[config.mk]
export PLATFORM = sky130hd
export DESIGN_NAME = pc_seq_ctrl
export DESIGN_NICKNAME = d
export VERILOG_FILES = /design/src/rtl/pc_seq_ctrl.sv
export SDC_FILE = /design/constraint.sdc
export NUM_CORES = 1
export LEC_CHECK = 0
export CORE_UTILIZATION = 40
export CTS_CLUSTER_SIZE = 14
export DETAILED_ROUTE_END_ITERATION = 10
export GPL_TIMING_DRIVEN = 0
export HOLD_SLACK_MARGIN = 0.06
export PLACE_DENSITY = 0.71
export SLEW_MARGIN = 5
export SYNTH_ARGS = -nofsm -noshare
export SYNTH_HDL_FRONTEND = slang
export SYNTH_SLANG_ARGS = --single-unit
[constraint.sdc]
create_clock -name clk -period 3.12 [get_ports clk]
set_input_delay 0.624 -clock clk [delete_from_list [all_inputs] [get_ports clk]]
set_output_delay 0.624 -clock clk [all_outputs]
set_load 0.02 [all_outputs]
[src/rtl/pc_seq_ctrl.sv]
// pc_seq_ctrl: PC sequencing control FSM for a multicycle MIPS-style core.
// Drives fetch, decode redirect, branch, execute hand-off and exception vectoring.
//
// Ports:
//   clk        in   rising-edge clock
//   reset      in   synchronous, active-low reset
//   opcode     in   IR[31:26], valid from DECODE onward
//   funct      in   IR[5:0]
//   zero       in   ALU zero flag
//   ovf        in   ALU overflow flag
//   illegal    in   decoder flags unsupported opcode/funct
//   exec_done  in   main control finished execute/writeback
//   pc_write   out  PC load enable
//   pc_source  out  PC mux select (0 PC+4, 1 branch, 2 jump, 3 EPC, 4 vector, 5 rs)
//   iord       out  memory address select (0 PC, 1 vector address)
//   mem_read   out  memory read strobe
//   ir_write   out  IR load enable
//   epc_write  out  EPC load enable
//   exc_cause  out  registered cause (0 none, 1 illegal, 2 overflow)
//   state_o    out  current state encoding (debug)
module pc_seq_ctrl #(
    parameter int unsigned MEM_LAT = 2
) (
    input  logic       clk,
    input  logic       reset,
    input  logic [5:0] opcode,
    input  logic [5:0] funct,
    input  logic       zero,
    input  logic       ovf,
    input  logic       illegal,
    input  logic       exec_done,
    output logic       pc_write,
    output logic [2:0] pc_source,
    output logic       iord,
    output logic       mem_read,
    output logic       ir_write,
    output logic       epc_write,
    output logic [1:0] exc_cause,
    output logic [3:0] state_o
);

    typedef enum logic [3:0] {
        S_RST    = 4'd0,
        S_FETCH  = 4'd1,
        S_FWAIT  = 4'd2,
        S_DECODE = 4'd3,
        S_BRANCH = 4'd4,
        S_EXEC   = 4'd5,
        S_EXC    = 4'd6,
        S_XWAIT  = 4'd7,
        S_XLOAD  = 4'd8
    } state_t;

    localparam logic [2:0] PC_SEQ = 3'd0;
    localparam logic [2:0] PC_BR  = 3'd1;
    localparam logic [2:0] PC_J   = 3'd2;
    localparam logic [2:0] PC_EPC = 3'd3;
    localparam logic [2:0] PC_VEC = 3'd4;
    localparam logic [2:0] PC_RS  = 3'd5;

    localparam logic [1:0] CAUSE_ILL = 2'd1;
    localparam logic [1:0] CAUSE_OVF = 2'd2;

    localparam logic [5:0] OP_SPEC = 6'h00;
    localparam logic [5:0] OP_J    = 6'h02;
    localparam logic [5:0] OP_JAL  = 6'h03;
    localparam logic [5:0] OP_BEQ  = 6'h04;
    localparam logic [5:0] OP_BNE  = 6'h05;
    localparam logic [5:0] OP_RTE  = 6'h10;
    localparam logic [5:0] FN_JR   = 6'h08;

    // Counter preload: the waiting state runs MEM_LAT cycles, counting down to 0.
    localparam logic [2:0] LAT_M1 = 3'(MEM_LAT - 1);

    state_t     state_q, state_d;
    logic [2:0] cnt_q,   cnt_d;
    logic [1:0] cause_q, cause_d;
    logic [5:0] brop_q,  brop_d;

    logic is_jump;
    logic is_jr;
    logic is_rte;
    logic is_branch;
    logic br_take;

    assign is_jump   = (opcode == OP_J) || (opcode == OP_JAL);
    assign is_jr     = (opcode == OP_SPEC) && (funct == FN_JR);
    assign is_rte    = (opcode == OP_RTE);
    assign is_branch = (opcode == OP_BEQ) || (opcode == OP_BNE);

    // Branch resolution uses the opcode captured in DECODE, since the live
    // opcode may already be changing by the time BRANCH evaluates.
    assign br_take = ((brop_q == OP_BEQ) &&  zero) ||
                     ((brop_q == OP_BNE) && !zero);

    always_comb begin
        state_d   = state_q;
        cnt_d     = cnt_q;
        cause_d   = cause_q;
        brop_d    = brop_q;
        pc_write  = 1'b0;
        pc_source = PC_SEQ;
        iord      = 1'b0;
        mem_read  = 1'b0;
        ir_write  = 1'b0;
        epc_write = 1'b0;

        case (state_q)
            S_RST: begin
                state_d = S_FETCH;
            end

            S_FETCH: begin
                mem_read = 1'b1;
                cnt_d    = LAT_M1;
                state_d  = S_FWAIT;
            end

            S_FWAIT: begin
                mem_read = 1'b1;
                if (cnt_q == 3'd0) begin
                    ir_write  = 1'b1;
                    pc_write  = 1'b1;
                    pc_source = PC_SEQ;
                    state_d   = S_DECODE;
                end else begin
                    cnt_d = cnt_q - 3'd1;
                end
            end

            S_DECODE: begin
                brop_d = opcode;
                if (illegal) begin
                    cause_d = CAUSE_ILL;
                    state_d = S_EXC;
                end else if (is_jump) begin
                    pc_write  = 1'b1;
                    pc_source = PC_J;
                    state_d   = S_FETCH;
                end else if (is_jr) begin
                    pc_write  = 1'b1;
                    pc_source = PC_RS;
                    state_d   = S_FETCH;
                end else if (is_rte) begin
                    pc_write  = 1'b1;
                    pc_source = PC_EPC;
                    state_d   = S_FETCH;
                end else if (is_branch) begin
                    state_d = S_BRANCH;
                end else begin
                    state_d = S_EXEC;
                end
            end

            S_BRANCH: begin
                if (br_take) begin
                    pc_write  = 1'b1;
                    pc_source = PC_BR;
                end
                state_d = S_FETCH;
            end

            // Overflow wins over completion when both arrive together.
            S_EXEC: begin
                if (ovf) begin
                    cause_d = CAUSE_OVF;
                    state_d = S_EXC;
                end else if (exec_done) begin
                    state_d = S_FETCH;
                end
            end

            S_EXC: begin
                epc_write = 1'b1;
                cnt_d     = LAT_M1;
                state_d   = S_XWAIT;
            end

            S_XWAIT: begin
                mem_read = 1'b1;
                iord     = 1'b1;
                if (cnt_q == 3'd0) begin
                    state_d = S_XLOAD;
                end else begin
                    cnt_d = cnt_q - 3'd1;
                end
            end

            S_XLOAD: begin
                pc_write  = 1'b1;
                pc_source = PC_VEC;
                state_d   = S_FETCH;
            end

            default: begin
                state_d = S_RST;
            end
        endcase
    end

    always_ff @(posedge clk) begin
        if (!reset) begin
            state_q <= S_RST;
            cnt_q   <= 3'd0;
            cause_q <= 2'd0;
            brop_q  <= 6'd0;
        end else begin
            state_q <= state_d;
            cnt_q   <= cnt_d;
            cause_q <= cause_d;
            brop_q  <= brop_d;
        end
    end

    assign exc_cause = cause_q;
    assign state_o   = state_q;

endmodule

Word-level counts from Yosys, hierarchy flattened
Index checks and enable logic that the tools add are counted.
Widths: inputs -> output; s select.
- output and inout port bits: 14
- register bits: 15
- word-level logic and storage cells: 78
- bits of input ports: 18
- equality and inequality tests: 22
- reductions and logical operators: 19
- add/subtract/negate cells: 1
- muxes and demuxes: 32
- operators with widths (cell ; number):
    $pmux 4 s7 ; 1
    $eq 6x3->1 const B ; 4
    $mux 3 ; 8
    $eq 4x3->1 const B ; 4
    $mux 4 ; 4
    $eq 6x2->1 const B ; 2
    $mux 1 ; 12
    $ne 2x2->1 const B ; 5
    $pmux 3 s3 ; 1
    $eq 4x2->1 const B ; 2
    $eq 6x4->1 const B ; 1
    $eq 6x5->1 const B ; 1
    $logic_not 6->1 ; 1
    $mux 2 ; 3
    $pmux 3 s2 ; 1
    $reduce_and 3->1 ; 2
    $reduce_or 3->1 ; 2
    $eq 4x1->1 const B ; 1
    $eq 4x4->1 const B ; 1
    $logic_not 4->1 ; 1
    $pmux 1 s4 ; 1
    $pmux 2 s2 ; 1
    $reduce_bool 2->1 ; 2
    $reduce_or 2->1 ; 2
    7 further kinds ; 11

Depth between registers and ports, before layout
Gate-level depths: netlist (run 1).
- word-level depth: 8
- gate-level depth with buffers: 8
- gate-level depth less buffers: 7

Least setup slack after synthesis (run 1)
No wires, ideal clock.
- kind: in2out
- start point: in opcode[1]
- end point: out pc_source[0]
- path buffers: 0
- cell stages on the path: 4
- path slack: 0.760 ns
- arrival: 1.736 ns
- data required time: 2.496 ns
- path through: or3_1 > nor3_1 > nand2_1 > o21ai_0
- cells in the longest elaborated chain, start to end: 6
- elaborated cells between the ends (all ways): 11
- classes of those cells: eq/ne (3); mux (5); reduce/logical (3)
- ends and longest elaborated chain (what ; line ; text):
    start: declaration ; 26 ; input logic [5:0] opcode,
    $eq 6x5->1 / $logic_not 6->1 (equally long branches) ; 88, 87 ;
    $mux 2 / $logic_and 1x1->1 (equally long branches) ; 144, 87 ;
    $mux 3 ; 140 ; end else if (is_jr) begin
    $mux 3 * ; 136 ; end else if (is_jump) begin
    $mux 3 * ; 133 ; if (illegal) begin
    $pmux 3 s3 * ; 108 ; case (state_q)
    end: declaration ; 33 ; output logic [2:0] pc_source,
Mark *: on every way between the ends. The rest lies on a longest branch, timed or not.

Worst setup path after layout (run 1)
- start point: in opcode[1]
- end point: out pc_write
- cells in the longest elaborated chain, start to end: 6
- elaborated cells between the ends (all ways): 11
- classes of those cells: eq/ne (3); mux (5); reduce/logical (3)
- ends and longest elaborated chain (what ; line ; text):
    $eq 6x5->1 / $logic_not 6->1 (equally long branches) ; 88, 87 ;
    $mux 1 / $logic_and 1x1->1 (equally long branches) ; 144, 87 ;
    $mux 1 ; 140 ;
    $mux 1 * ; 136 ;
    $mux 1 * ; 133 ;
    $pmux 1 s4 * ; 108 ;
    end: declaration ; 32 ; output logic pc_write,
Marks and branches as above.

==> results.md, run 1 <==
Global route:
- The number of global-route vias before repair is 970.
- The wire length of the first global-routing pass is 4030 um.
- The all-layer global routing usage is 20.5%.
- The number of antenna violations at the first check in global routing is 0.
- For met3 alone, demand over resource in global routing was about 5.6%.
- The global routing usage on met1 is 24.6%.
- Entering global routing, the biggest net connects 11 pins.
- In the global route stage, met2 resource usage came out at 34.0%.
- The global routing stage identified its most utilized layer as met2.
- The residual overflow from global routing is 0.

Timing:
- Setup violations remaining at the end of the flow were counted as 0.
- For the pin with the worst max-slew slack, the measured transition is roughly 0.43 ns.
- The max-slew headroom at the worst pin is around 70%.
- The maximum frequency from static timing analysis is about 330 MHz.
- Setup repair after global routing left no endpoint under its margin.
- Across all hold checks on the routed design, the worst slack comes to 0.468 ns.
- The final count of hold timing violations is 0.
- For the final database, setup skew stands at about 0.0062 ns.
- After layout, the worst setup slack is ~0.12 ns.
- The share of the clock period used by the worst path is between 90% and 100%.
- For the finished layout, the period the worst path requires is between 2 and 3 ns.
- The number of pins exceeding their max-slew limit in the final report was 0.

Cells and area:
- At the end of the flow the core is filled with cells to 59.8%.
- Summing all multi-input logic gate instances after layout gives 629 um2.
- The area growth from synthesis to layout is 37.4%.
- The number of antenna diodes in the final layout is 0.
- The share of post-route cells with drive strength above 1 is slightly above 8%.
- The combined flip-flop and latch cell area is 300 um2.
- The filler cells instantiated in the layout total approximately 220.
- The final layout net count is 180.

Placement:
- The total half-perimeter wirelength after legalization and detailed placement is 1880 um.
- The global placer's final weighted congestion is 0.799.
- Port buffering added 31 buffers.
- The setup slack at placement is -0.154 ns.

Detailed routing:
- The mean routed wirelength per cell is around 13 um.
- The remaining routing DRC violations is 0.
- The total vias in the final route is around 1000.
- The final layout contains routed wiring with a total length of around 2400 um.
- The remaining antenna violation count after routing is 0.
- The via count normalized by instance count is 5.31.
- Before antenna repair, the detailed router went through 4 iterations.
- The detailed router's first-iteration violation count is 12.

Yosys:
- By count the netlist is led by 25 x sky130_fd_sc_hd__nand2_1, 15 x sky130_fd_sc_hd__dfxtp_1, 12 x sky130_fd_sc_hd__nor3_1, 8 x sky130_fd_sc_hd__a21boi_0, 5 x sky130_fd_sc_hd__inv_1.
- The number of nets in the synthesized netlist is 144.
- The average footprint of a synthesized cell is 7.99 um2.
- The synthesized netlist occupies a cell area of 991 um2.
- The number of cells produced by synthesis is 124.
- The yosys synthesis warning count is 0.
- The number of enable flip-flop cells after synthesis is 0.
- The dominant register cell in the synthesized netlist is sky130_fd_sc_hd__dfxtp_1.
- The proportion of netlist area held by the largest area contributor is between 30 and 40%.
- The distinct cell type count of the synthesized netlist is 38.
- By instance count, the leading cell after synthesis is sky130_fd_sc_hd__nand2_1.
- The share of synthesized area occupied by flip-flops and latches is 30.3%.
- After synthesis, the share of flip-flops with an asynchronous set or reset is 0%.
- The library cell with the largest summed area after synthesis is sky130_fd_sc_hd__dfxtp_1.
- After synthesis, the cell types taking the most area are sky130_fd_sc_hd__dfxtp_1 30%, sky130_fd_sc_hd__nand2_1 9.5%, sky130_fd_sc_hd__nor3_1 6.1%.
- The post-synthesis register bit count is 15.

Critical path:
- At the worst endpoint, the arrival time is 2.37 ns.
- The kind of capture point of the worst setup path is an output pin.
- Data on the critical path is required at its endpoint by 2.50 ns.
- The kind of start point of the critical path is a primary input.
- The worst register-to-register path has a setup slack of 1.58 ns.
- The type of the worst setup path is primary input to output pin.
- The highest fanout seen on the critical path is 4.

Floorplan:
- Measured along the x axis, the die boundary spans about 52 um.
- Measured along the y axis, the die boundary spans about 52 um.
- Pin placement for this block handled 32 I/O pins.
- The floorplan has 17 rows.
- The floorplan step defined a core boundary enclosing about 2300 um2.
- For this configuration, the core starts out at a cell density of 43.5%.
- The die footprint is 2680 um2.

Power and ir drop:
- The switching share of total power is between 40% and 50%.
- Cell internal power was estimated by the tool at 0.000511 W.
- In this run, flip-flops and latches consume 29.4% of the power.
- The static leakage power is 0.520 nW.
- In this run, the clock network consumes 12.8% of the power.
- The highest ir drop seen on vdd is 423 uV.
- The design draws about 0.0009 W.
- The net switching power figure is 0.000365 W.
- Power spread over the standard cell area amounts to ~640 nW/um2.
- Per report_power, the combinational group accounts for 57.8% of the total.

Clocking:
- The CTS tree is done.
- Clock-pin slew was measured on the worst setup and hold paths at around 0.090 ns.
- The buffers inserted during post-CTS setup optimization is 0.
- The CTS buffer count is 3.
- The clock passes through at most 2 buffers.
- The clock insertion delay at the later pin of the skew report is 0.28 ns.
- In this run the number of H-tree levels came out at 1.
- CTS saw 15 sinks.
- The cell chosen for the clock root is sky130_fd_sc_hd__clkbuf_4.

Flow run:
- The max-capacitance violation count is 0.

Run status:
- The run finished with clean final reports.

Min path:
- The worst hold-check path type is flip-flop to flip-flop.
## routing by layer
layer,vias to the layer above,wire (um)
met5,-,0
met4,0,14
met3,2,166
met2,28,1140
met1,452,1090
li1,511,-
## worst paths after layout
check / depth (start not counted) / startpoint / end
setup reg to reg: 8 / cnt_q[0] / state_o[2]
setup / recovery: 6 / opcode[1] / pc_write
hold reg to reg: 2 / exc_cause[0] / exc_cause[0]
hold / removal: 2 / exc_cause[0] / exc_cause[0]
## flip-flops by register name, summed over array words and instances (netlist names)
name,flops
brop_q,6
cnt_q,3
exc_cause,2
state_o,4
## stage by stage
step | setup TNS (ns) | area [um2] | instances
final | 0 | 1360 | 187
after floorplan | 0 | 991 | 124
after CTS | 0 | 1360 | 187
after global placement | -0.216 | 1340 | 183
after global routing | 0 | 1360 | 187
after detailed placement | -0.253 | 1340 | 183
## logic make-up after synthesis
group / share of synthesized area (%)
compound gates: 19.8
xor+xnor: 2.65
fa+ha+maj: 2.52
buf+inv: 6.19
flops: 30.3
simple gates: 38.5
## power by group through the flow
stage          combinational, W  sequential, W  clock [W]
3_5_place_dp           0.000511       0.000262          0
3_3_place_gp           0.000505       0.000260          0
6_report               0.000506       0.000257   0.000112
4_1_cts                0.000510       0.000258   0.000117
5_1_grt                0.000559       0.000263   0.000127
2_1_floorplan          0.000328       0.000280          0
## cell usage in the layout, fill, tap and decap left out, types with 2 or more instances in the layout
cell type	count
sky130_fd_sc_hd__clkdlybuf4s50_1	27
sky130_fd_sc_hd__nand2_1	25
sky130_fd_sc_hd__dfxtp_1	15
sky130_fd_sc_hd__nor3_1	12
sky130_fd_sc_hd__a21boi_0	8
sky130_fd_sc_hd__inv_1	5
sky130_fd_sc_hd__nand2b_1	4
sky130_fd_sc_hd__a21oi_1	4
sky130_fd_sc_hd__clkbuf_1	3
sky130_fd_sc_hd__or3_1	3
sky130_fd_sc_hd__nor3b_1	3
sky130_fd_sc_hd__o21ai_0	3
sky130_fd_sc_hd__nor2_1	3
sky130_fd_sc_hd__nand3_1	3
sky130_fd_sc_hd__o21a_1	3
sky130_fd_sc_hd__clkbuf_4	3
sky130_fd_sc_hd__dlygate4sd2_1	3
sky130_fd_sc_hd__buf_6	2
sky130_fd_sc_hd__nor4_1	2
sky130_fd_sc_hd__xnor2_1	2
sky130_fd_sc_hd__nor2b_1	2
sky130_fd_sc_hd__o22ai_1	2
sky130_fd_sc_hd__a31oi_1	2
sky130_fd_sc_hd__ha_1	2
## critical path, stage by stage
cell	delay, ns
sky130_fd_sc_hd__clkdlybuf4s50_1	0.46
sky130_fd_sc_hd__or3_1	0.44
sky130_fd_sc_hd__o41ai_2	0.33
sky130_fd_sc_hd__nand2_1	0.09
sky130_fd_sc_hd__nand4b_1	0.09
sky130_fd_sc_hd__dlygate4sd2_1	0.33
## final cells by class
| cell class | count | area share [%] |
|---|---|---|
| multi-input combinational | 98 | 46.2 |
| clock buffer | 4 | 1.93 |
| sequential | 15 | 22.1 |
| tap | 28 | 2.57 |
| buffer | 6 | 3.12 |
| timing repair buffer | 31 | 22.7 |
| inverter | 5 | 1.38 |
## repair_timing
item | in CTS | in global routing
endpoints found under the setup margin | 3 | 1
resized for setup | 3 | 1
hold buffers | 0 | 0
pin swaps | 0 | 0
No activity file was read; power rests on OpenSTA's default activity.
==> inputs of run 2 (changes only) <==
--- a/config.mk
+++ b/config.mk
@@ -11,6 +11,7 @@
 export GPL_TIMING_DRIVEN = 0
 export HOLD_SLACK_MARGIN = 0.06
 export PLACE_DENSITY = 0.71
+export SETUP_SLACK_MARGIN = 0.1
 export SLEW_MARGIN = 5
 export SYNTH_ARGS = -nofsm -noshare
 export SYNTH_HDL_FRONTEND = slang
==> run 2 against run 1 <==
  * Clock skew is 0.0027 ns lower
  * Fmax increased by 3.8%
  * Global-route usage unchanged
  * Design area fell by 0.55%
  * Via count rose by 0.81%
  * Total power about the same
  * First-iteration DRC count increased by 42%
  * Clock-buffer cell count did not move
  * Clock power barely moved
  * Highest routed layer unchanged
==> results.md, run 2 (synthesis results as in run 1) <==
Run status:
- Status: complete, no violations (unchanged).

Timing:
- The max-slew headroom at the worst pin is 71.5% (was 71.4%).
- The final setup violation count is 0 (unchanged).
- The post-route worst setup slack is 0.232 ns (was 0.123 ns).
- The final critical delay including setup and external delays is 2.89 ns (was 3.00 ns).
- The post-route worst hold slack was 0.468 ns (about the same).
- The share of the clock period used by the worst path is 92.6% (was 96.1%).
- The final count of hold timing violations is 0 (unchanged).
- Setup repair after global routing missed its margin: no (unchanged).
- The number of pins exceeding their max-slew limit in the final report is 0 (unchanged).
- The worst clock skew is 0.00349 ns (was 0.00619 ns).
- The worst-margin pin slew came to 0.428 ns (was 0.429 ns).
- The maximum frequency from static timing analysis is 346 MHz (was 334 MHz).

Critical path:
- The timing startpoint of the critical path was opcode[1] (unchanged).
- The kind of capture point of the worst setup path is an output pin (unchanged).
- The kind of start point of the critical path is a primary input (unchanged).
- The required time at the endpoint of the critical path is 2.50 ns (about the same).
- The reg-to-reg critical path startpoint is cnt_q[0] (unchanged).
- The worst endpoint data arrival time is 2.26 ns (was 2.37 ns).
- The highest fanout seen on the critical path is 4 (unchanged).
- The type of the worst setup path is primary input to output pin (unchanged).
- The slowest library cell on the worst path is sky130_fd_sc_hd__clkdlybuf4s50_1 (unchanged).
- CP cell instances: clkdlybuf4s50_1, or3_1, nor3_1, nand2_1, o21ai_0, dlygate4sd2_1 (was clkdlybuf4s50_1, or3_1, o41ai_2, nand2_1, nand4b_1, dlygate4sd2_1).
- The peak per-stage delay on the critical path is 0.46 ns (about the same).

Clocking:
- The deepest level of the CTS H-tree is 1 (unchanged).
- The clock insertion delay at the later pin of the skew report is 0.28 ns (about the same).
- The maximum clock path buffer count is 2 (unchanged).
- The buffers inserted during post-CTS setup optimization was 0 (unchanged).
- The number of clock sinks is 15 (unchanged).
- The cell chosen for the clock root is sky130_fd_sc_hd__clkbuf_4 (unchanged).
- The CTS tree is done (unchanged).
- The CTS buffer count is 3 (unchanged).
- The clock-pin slew of the registers on the worst-case setup and hold paths is 0.09 ns (about the same).
- The count of instances resized after the clock tree is built is 4 (was 3).
- The total of hold buffers inserted after clock tree synthesis is 0 (unchanged).

Detailed routing:
- The via count normalized by instance count is 5.35 (was 5.31).
- The remaining antenna violation count after routing is 0 (unchanged).
- The remaining routing DRC violations was 0 (unchanged).
- The number of detailed-routing iterations run before antenna repair is 4 (unchanged).
- The total vias in the final route is 1001 (was 993).
- The overall routed net length was 2420 um (about the same).
- The detailed router's first-iteration violation count is 17 (was 12).
- The mean routed wirelength per cell was 12.9 um (about the same).

Power and ir drop:
- The clock share of power was 12.9% (was 12.8%).
- The static leakage power is 0.503 nW (was 0.520 nW).
- The internal portion of total power came to 0.000510 W (was 0.000511 W).
- The power density over the cells is 647 nW/um2 (was 643 nW/um2).
- The highest ir drop seen on vdd is 424 uV (was 423 uV).
- The sequential fraction of design power was 29.4% (about the same).
- The share of power burned in combinational logic came to 57.8% (about the same).
- The switching share of total power is 41.8% (was 41.6%).
- The net switching power figure was 0.000366 W (was 0.000365 W).

Floorplan:
- The number of I/O pins is 32 (unchanged).
- The total core area is 2280 um2 (unchanged).
- The initial core utilization is 43.5% (unchanged).
- The count of standard-cell rows is 17 (unchanged).
- The overall die width is 51.8 um (unchanged).
- The die footprint was 2680 um2 (unchanged).
- The vertical extent of the die is 51.8 um (unchanged).

Cells and area:
- The share of post-route cells with drive strength above 1 is 8.81% (was 8.18%).
- The post-synthesis to final-layout area growth is 36.6% (was 37.4%).
- The register with the highest flop count is brop_q (unchanged).
- Top library cells by usage in the layout, fill and taps aside: 27 x sky130_fd_sc_hd__clkdlybuf4s50_1, 25 x sky130_fd_sc_hd__nand2_1, 15 x sky130_fd_sc_hd__dfxtp_1 (unchanged).
- The leading cell type in the layout, fill and taps excluded is sky130_fd_sc_hd__clkdlybuf4s50_1 (unchanged).
- The footprint of the multi-input gates is 629 um2 (unchanged).
- The number of flip-flops in the largest register is 6 (unchanged).
- The combined flip-flop and latch cell area is 300 um2 (unchanged).
- The number of antenna repair diodes is 0 (unchanged).
- The final layout net count is 180 (unchanged).
- The utilization after layout was 59.5% (was 59.8%).
- The post-route standard cell area excluding fillers is 1350 um2 (was 1360 um2).
- The final-layout fill cell count is 216 (unchanged).
- The post-route non-filler standard cell count was 187 (unchanged).

Global route:
- The wire length of the first global-routing pass is 4030 um (unchanged).
- The global routing met2 resource utilization came to 34.0% (unchanged).
- The all-layer global routing usage came to 20.5% (unchanged).
- The met3 track demand over resource is 5.56% (unchanged).
- The global-route layer with the greatest usage is met2 (unchanged).
- The residual overflow from global routing was 0 (unchanged).
- The pin count of the biggest net entering global routing is 11 (unchanged).
- The number of global-route vias before repair was 970 (unchanged).
- The global routing usage on met1 was 24.6% (unchanged).
- The number of antenna violations at the first check in global routing is 0 (unchanged).

Placement:
- The setup slack at placement was -0.154 ns (unchanged).
- The cell count after placement was 183 (unchanged).
- The count of buffers inserted at the top-level ports was 31 (unchanged).
- The total half-perimeter wirelength after legalization and detailed placement is 1880 um (unchanged).
- The global placer's final weighted congestion came to 0.799 (unchanged).
- The area of placed instances is 1340 um2 (unchanged).

Min path:
- The launch point of the worst hold path is exc_cause[0] (unchanged).
- The worst hold-check path type is flip-flop to flip-flop (unchanged).

Flow run:
- The max-capacitance violation count came to 0 (unchanged).
run 2: changes by cell type in the layout (fill, tap and decap cells not counted), sizes merged:
cell,previous run,this run
clkbuf,6,7
dlymetal6s2s,1,0
run 2: path summary, 6_finish.rpt:
| path | cells after the start | to | slack [ns] |
|---|---|---|---|
| setup / recovery | 6 | pc_source[0] | 0.23 |
| hold / removal | 2 | exc_cause[0] | 0.47 |
| setup reg to reg | 8 | state_o[1] | 1.58 |
| hold reg to reg | 2 | exc_cause[0] | 0.47 |
run 2: area by class of cell:
type | count | area share (%)
inverter | 5 | 1.39
tap | 28 | 2.59
sequential | 15 | 22.2
multi-input combinational | 98 | 46.5
clock buffer | 4 | 1.94
buffer | 6 | 3.14
timing repair buffer | 31 | 22.3
run 2: routing by layer:
layer | vias up | wire length, um | share of wire [%]
li1 | 511 | - | -
met1 | 456 | 1100 | 46
met2 | 29 | 1120 | 46
met3 | 5 | 160 | 6.6
met4 | 0 | 37 | 1.5
met5 | - | 0 | 0
run 2: stage by stage:
stage | setup TNS [ns] | total power [W]
after floorplan | 0 | 0.000608
after global placement | -0.216 | 0.000765
after detailed placement | -0.253 | 0.000774
after CTS | 0 | 0.000885
after global routing | 0 | 0.000947
final | 0 | 0.000876
run 2: power by group through the flow:
| stage | logic (W) | clock network (W) | registers [W] |
|---|---|---|---|
| 2_1_floorplan | 0.000328 | 0 | 0.000280 |
| 4_1_cts | 0.000510 | 0.000117 | 0.000258 |
| 3_5_place_dp | 0.000511 | 0 | 0.000262 |
| 6_report | 0.000506 | 0.000113 | 0.000257 |
| 3_3_place_gp | 0.000505 | 0 | 0.000260 |
| 5_1_grt | 0.000558 | 0.000127 | 0.000263 |
run 2: worst max-delay path: cells and delay by family:
kind | cells | cell delay, ns
buffers and inverters | 2 | 0.81
and+or+nand+nor | 3 | 0.69
AOI/OAI and AO/OA | 1 | 0.14
==> inputs of run 3 (changes only) <==
--- a/config.mk
+++ b/config.mk
@@ -5,6 +5,8 @@
 export SDC_FILE = /design/constraint.sdc
 export NUM_CORES = 1
 export LEC_CHECK = 0
+export ABC_CLOCK_PERIOD_IN_PS = 3120
+export CAP_MARGIN = 10
 export CORE_UTILIZATION = 40
 export CTS_CLUSTER_SIZE = 14
 export DETAILED_ROUTE_END_ITERATION = 10
==> results of run 3 <==
Same layout as run 2: the final DEF is identical, and so are final timing and power.
